**src/rtl/mch_rx_frm_ctl_pkg.sv**
```systemverilog
// mch_rx_frm_ctl_pkg: shared widths, frame packing, FSM states and checksum helper for the frame controller
package mch_rx_frm_ctl_pkg;

    localparam int MCH_MAX_PL = 4;
    localparam int MCH_BYTE_W = 8;
    localparam int FRM_W      = MCH_BYTE_W * (1 + MCH_MAX_PL);

    typedef enum logic {ST_DIS = 1'b0, ST_ARM = 1'b1} state_e;

    // Last payload byte must equal the XOR of the bytes before it; pl is {d0, d1, d2, d3}
    function automatic logic chk_ok(input logic [7:0] len, input logic [MCH_BYTE_W*MCH_MAX_PL-1:0] pl);
        logic [MCH_BYTE_W-1:0] x;
        logic [MCH_BYTE_W-1:0] last;
        logic [MCH_BYTE_W-1:0] b;
        x    = '0;
        last = '0;
        for (int i = 0; i < MCH_MAX_PL; i++) begin
            b = pl[MCH_BYTE_W*(MCH_MAX_PL-i)-1 -: MCH_BYTE_W];
            if (i + 1 < int'(len)) x = x ^ b;
            else if (i + 1 == int'(len)) last = b;
        end
        return x == last;
    endfunction

endpackage

```
**src/rtl/mch_rx_frm_fifo.sv**
```systemverilog
// mch_rx_frm_fifo: synchronous frame FIFO with wrap-bit pointers; head reads as zero while empty
module mch_rx_frm_fifo
    import mch_rx_frm_ctl_pkg::*;
#(
    parameter int DEPTH = 4
) (
    input  logic             clk,
    input  logic             rst,
    input  logic             push_i,
    input  logic             pop_i,
    input  logic [FRM_W-1:0] wdata_i,
    output logic [FRM_W-1:0] rdata_o,
    output logic             full_o,
    output logic             empty_o
);

    localparam int AW = $clog2(DEPTH);

    logic [FRM_W-1:0] mem_q [DEPTH];
    logic [AW:0]      wr_q;
    logic [AW:0]      rd_q;

    assign empty_o = wr_q == rd_q;
    assign full_o  = (wr_q[AW] != rd_q[AW]) && (wr_q[AW-1:0] == rd_q[AW-1:0]);
    assign rdata_o = empty_o ? '0 : mem_q[rd_q[AW-1:0]];

    // Storage needs no reset: the head is masked while empty
    always_ff @(posedge clk) begin
        if (push_i) mem_q[wr_q[AW-1:0]] <= wdata_i;
    end

    // Pointer advance; push and pop are already qualified by the caller
    always_ff @(posedge clk or negedge rst) begin
        if (!rst) begin
            wr_q <= '0;
            rd_q <= '0;
        end else begin
            if (push_i) wr_q <= wr_q + 1'b1;
            if (pop_i) rd_q <= rd_q + 1'b1;
        end
    end

endmodule

```
**src/rtl/mch_rx_frm_ctl.sv**
```systemverilog
// mch_rx_frm_ctl: arms reception, validates frames, buffers them for the host, counts drops and flags link loss.
// Define MCH_RX_CHK_EN to also require an XOR checksum in the last payload byte.
module mch_rx_frm_ctl
    import mch_rx_frm_ctl_pkg::*;
#(
    parameter int DEPTH   = 4,
    parameter int MAX_LEN = 4,
    parameter int TMO_CYC = 1000000
) (
    input  logic       clk,
    input  logic       rst,
    input  logic       rx_en,
    input  logic       rcv_done,
    input  logic [7:0] length,
    input  logic [7:0] pd0,
    input  logic [7:0] pd1,
    input  logic [7:0] pd2,
    input  logic [7:0] pd3,
    output logic       out_valid,
    input  logic       out_ready,
    output logic [7:0] out_len,
    output logic [7:0] out_d0,
    output logic [7:0] out_d1,
    output logic [7:0] out_d2,
    output logic [7:0] out_d3,
    output logic [7:0] ovf_cnt,
    output logic [7:0] err_cnt,
    output logic       link_lost,
    input  logic       clr_cnt
);

    localparam int            TW      = $clog2(TMO_CYC);
    localparam logic [TW-1:0] TMO_MAX = TW'(TMO_CYC - 1);

    state_e           state_q;
    logic             rcv_done_q;
    logic [TW-1:0]    tmo_q;
    logic [TW-1:0]    tmo_d;
    logic             lost_q;
    logic             lost_d;
    logic [7:0]       ovf_q;
    logic [7:0]       err_q;
    logic             arm;
    logic             done_rise;
    logic             len_bad;
    logic             chk_bad;
    logic             frm_ok;
    logic             push;
    logic             pop;
    logic             full;
    logic             empty;
    logic [FRM_W-1:0] head;

    assign arm       = state_q == ST_ARM;
    assign done_rise = rcv_done & ~rcv_done_q;
    assign len_bad   = length == 8'd0 || length > 8'(MAX_LEN);
`ifdef MCH_RX_CHK_EN
    assign chk_bad   = ~len_bad & ~chk_ok(length, {pd0, pd1, pd2, pd3});
`else
    assign chk_bad   = 1'b0;
`endif
    assign frm_ok    = arm & done_rise & ~len_bad & ~chk_bad;
    assign pop       = ~empty & out_ready;
    assign push      = frm_ok & (~full | pop);

    // Timeout counter parks at its terminal value; a written frame or disarm restarts it
    assign tmo_d  = (!arm || push) ? '0 : (tmo_q == TMO_MAX) ? tmo_q : tmo_q + 1'b1;
    assign lost_d = (!arm || push) ? 1'b0 : lost_q | (tmo_d == TMO_MAX);

    // Arm/disarm FSM, rcv_done edge register and link-loss tracking
    always_ff @(posedge clk or negedge rst) begin
        if (!rst) begin
            state_q    <= ST_DIS;
            rcv_done_q <= 1'b0;
            tmo_q      <= '0;
            lost_q     <= 1'b0;
        end else begin
            state_q    <= rx_en ? ST_ARM : ST_DIS;
            rcv_done_q <= rcv_done;
            tmo_q      <= tmo_d;
            lost_q     <= lost_d;
        end
    end

    // Saturating drop counters; clear has priority over a same-cycle increment
    always_ff @(posedge clk or negedge rst) begin
        if (!rst) begin
            ovf_q <= '0;
            err_q <= '0;
        end else begin
            ovf_q <= clr_cnt ? '0 : (frm_ok && !push && ovf_q != 8'hFF) ? ovf_q + 1'b1 : ovf_q;
            err_q <= clr_cnt ? '0 : (arm && done_rise && (len_bad || chk_bad) && err_q != 8'hFF) ? err_q + 1'b1 : err_q;
        end
    end

    mch_rx_frm_fifo #(.DEPTH(DEPTH)) u_fifo (
        .clk     (clk),
        .rst     (rst),
        .push_i  (push),
        .pop_i   (pop),
        .wdata_i ({length, pd0, pd1, pd2, pd3}),
        .rdata_o (head),
        .full_o  (full),
        .empty_o (empty)
    );

    assign out_valid = ~empty;
    assign {out_len, out_d0, out_d1, out_d2, out_d3} = head;
    assign ovf_cnt   = ovf_q;
    assign err_cnt   = err_q;
    assign link_lost = lost_q;

endmodule

```
**config.mk**
```make
export PLATFORM = sky130hd
export DESIGN_NAME = mch_rx_frm_ctl
export DESIGN_NICKNAME = d
export VERILOG_FILES = /design/src/rtl/mch_rx_frm_ctl_pkg.sv /design/src/rtl/mch_rx_frm_fifo.sv /design/src/rtl/mch_rx_frm_ctl.sv
export SDC_FILE = /design/constraint.sdc
export NUM_CORES = 1
export LEC_CHECK = 0
export CAP_MARGIN = 10
export CORE_MARGIN = 2
export CORE_UTILIZATION = 52
export DETAILED_ROUTE_END_ITERATION = 10
export GPL_TIMING_DRIVEN = 0
export PLACE_DENSITY = 0.83
export SLEW_MARGIN = 5
export SYNTH_ARGS = -nofsm -noshare
export SYNTH_HDL_FRONTEND = slang
export SYNTH_SLANG_ARGS = --single-unit
export TNS_END_PERCENT = 30
```
**constraint.sdc**
```tcl
create_clock -name clk -period 7.7 [get_ports clk]
set_input_delay 1.925 -clock clk [delete_from_list [all_inputs] [get_ports clk]]
set_output_delay 1.925 -clock clk [all_outputs]
set_load 0.01 [all_outputs]
```
==> flow_summary_export.csv <==
group,metric,value,unit
run_status,status,"complete, no violations",
logic_synthesis,synth_enable_flop_cells,160,
timing,finalSetupViolCount,0,
logic_synthesis,synth_cell_types,52,
drt,finalWirelength,17200,µm
logic_synthesis,synthAdderAreaFrac,0.0115,
layout,layoutNonFillerInstCount,894,
grt,grt_max_degree,31,
layout,drive_above_1_share,0.150,
layout,syn2layout_area_growth,22.9,%
logic_synthesis,synth_warnings,0,
grt,grt_use_total,0.195,
cts,insertion_delay,0.50,ns
timing,worstMarginPinSlew,0.771,ns
grt,antenna_found_initial,0,
layout,num_antenna_cells,0,
logic_synthesis,synth_area,8690,µm²
logic_synthesis,postSynthNetCount,584,
drt,wl_per_cell,19.2,µm
logic_synthesis,synth_most_common_cell,"edfxtp_1",
timing,slew_violations,0,
power,p_per_area,285,nW/µm²
layout,fill_cells,1126,
power,ir_drop,184,µV
logic_synthesis,synth_area_leaders,"edfxtp_1 55%, dfrtp_1 13%, mux4_2 10%, nor2b_1 3.1%, xnor2_1 2.1%",
logic_synthesis,synth_top_area_cell,"edfxtp_1",
floorplan,initial_core_util,0.528,
drt,drt_iter0_markers,361,
logic_synthesis,yosysSeqAreaShare,0.682,
floorplan,dieHeight,133,µm
placement,placedCellCount,857,
cts,cts_buffers,21,
worst_hold_path,hold_path.class,"flop to flop",
cts,cts_setup_buffers,0,
cts,clk_path_buf_depth,3,
setup_path,critPathRequiredTime,5.78,ns
logic_synthesis,synth.top_cells.by_count,"160 x edfxtp_1, 45 x dfrtp_1, 43 x nor2b_1",
logic_synthesis,synth-seq-cells,205,
layout,nNetsFinal,714,
setup_path,worstSetupStartpointType,"flop",
setup_path,crit_arrival,3.19,ns
logic_synthesis,synth_compound_area_frac,0.0242,
floorplan,core,16500,µm²
drt,dr.pass1.iters,5,
timing,slew_headroom,0.485,
logic_synthesis,ys.flop_type,"edfxtp_1",
placement,dp_hpwl,11300,µm
setup_path,path_class,"flop to primary output",
cts,cts_tree,"built",
cts,cts_max_level,1,
logic_synthesis,synth_top_area_frac,0.553,
placement,gp_congestion,0.802,
drt,num_vias,5059,
logic_synthesis,synth-xor-area-share,0.0403,
run,cap_violations,0,
timing,setup_tns,0,ns
drt,viasPerCell,5.66,
logic_synthesis,ys_async_sr_fraction,0.220,
drt,drtAntennaViolNets,0,
grt,grt_pass1_vias,5262,
cts,clk_pin_slew_worst_paths,0.06,ns
grt,overflow,0,
floorplan,ios,104,
logic_synthesis,avgSynthCellArea,16.4,µm²
cts,cts_hold_buffers,0,
logic_synthesis,synth_cells,530,
floorplan,dieArea,17800,µm²
timing,fmax,196,MHz
timing,min_period_over_period,0.664,
timing,final_hold_viol_count,0,
timing,period_minus_slack,5.11,ns
floorplan,fp.dieW,133,µm
placement,numPortBuffers,102,
setup_path,critPathCaptureType,"primary output",
setup_path,worstPathMaxFanout,10,
grt,grt_pass1_wl,27400,µm
logic_synthesis,synthSimpleGateAreaFrac,0.112,
logic_synthesis,synthMuxAreaShare,0.111,
cts,cts-root-buf,"clkbuf_16",
logic_synthesis,synth_top_family_by_area,"simple AND/OR/NAND/NOR gates",
drt,drc,0,
cts,cts.sinks,205,
cts,cts_resized,0,
floorplan,rows,47,
timing,fin_skew,0.0187,ns
timing,rsz0062_at_grt,"false",
power,p_leak,3.71,nW
-- path summary, 6_finish.rpt --
kind,startpoint,end,slack (ns),depth (start not counted)
max,u_fifo.rd_q[1],out_d3[7],2.59,6
min,u_fifo.wr_q[2],u_fifo.wr_q[2],0.50,1
max reg2reg,tmo_q[1],link_lost,5.13,7
min reg2reg,u_fifo.wr_q[2],u_fifo.wr_q[2],0.50,1
max in group asynchronous,rst,tmo_q[3],5.83,2
min in group asynchronous,rst,ovf_cnt[1],1.36,1
-- cell families after synthesis --
kind of cell	Yosys count
mux	46
compound gates	27
simple gates	167
flops	205
fa+ha+maj	8
buf+inv	37
xor+xnor	40
-- layer usage --
metal  global-route usage  wire (µm)  vias to the layer above
li1                     -          -                     2273
met1                0.261       7150                     2582
met2                0.339       8750                      181
met3               0.0361       1070                       23
met4               0.0408        229                        0
met5                    0          0                        -
-- stage by stage --
step                cell area (µm²)   util  worst slack, ns  hold slack (ns)  power, mW
global route                  10700  0.649             2.38            0.520       3.17
global placement               9990  0.607             1.93            0.477       2.16
floorplan                      8690      -             3.26            0.462       1.76
CTS                           10700  0.649             2.54            0.499       3.07
detailed placement            10100  0.613             2.89            0.479       2.18
finish                        10700  0.649             2.59            0.502       3.04
-- state kept, by name (all words and copies together) (netlist names) --
signal	flops
tmo_q	20
arm	1
ovf_cnt	8
u_fifo.mem_q	160
rcv_done_q	1
link_lost	1
err_cnt	8
u_fifo.wr_q	3
u_fifo.rd_q	3
-- where the power goes --
| group | internal, mW | switching [mW] |
|---|---|---|
| clock | 0.503 | 0.395 |
| combinational | 0.527 | 0.398 |
| sequential | 1.21 | 0.0108 |
-- placed cells by master, fill, tap and decap left out, types with 2 or more instances in the layout --
master             n
a211oi_1           3
a21oi_1            6
and2_2             4
and3_1             5
buf_1              2
buf_12             5
buf_2              8
buf_4              4
clkbuf_1          20
clkbuf_16         21
clkbuf_2           2
clkdlybuf4s50_1  101
clkinv_1           6
dfrtp_1           45
edfxtp_1         160
ha_1               8
inv_1              9
inv_6              2
mux2_2             2
mux2i_1            4
mux4_2            40
nand2_1           14
nand2b_1           3
nand3_1            9
nand4_1           15
nor2_1            41
nor2b_1           43
nor3_1             9
nor3b_1            6
nor4_4             3
o21ai_0            5
o21bai_1           2
or2_2              2
or3_1              2
xnor2_1           21
xor2_1            19
-- worst max-delay path, stage by stage (launching register included) --
cell and delay (ns):
dfrtp_1 0.36, clkbuf_1 0.32, xor2_1 0.19, nor3b_1 0.68
clkbuf_1 0.49, nor2b_1 0.12, clkdlybuf4s50_1 0.53
-- layout make-up --
type / count / area (µm²) / area share
clock inverter: 9 / 45.0 / 0.00421
inverter: 9 / 33.8 / 0.00316
sequential: 205 / 5930 / 0.555
tap: 220 / 275 / 0.0258
timing repair buffer: 107 / 1120 / 0.104
clock buffer: 28 / 552 / 0.0516
multi-input combinational: 288 / 2600 / 0.244
buffer: 28 / 131 / 0.0123
Note: power is estimated with default switching activity, not from simulation.
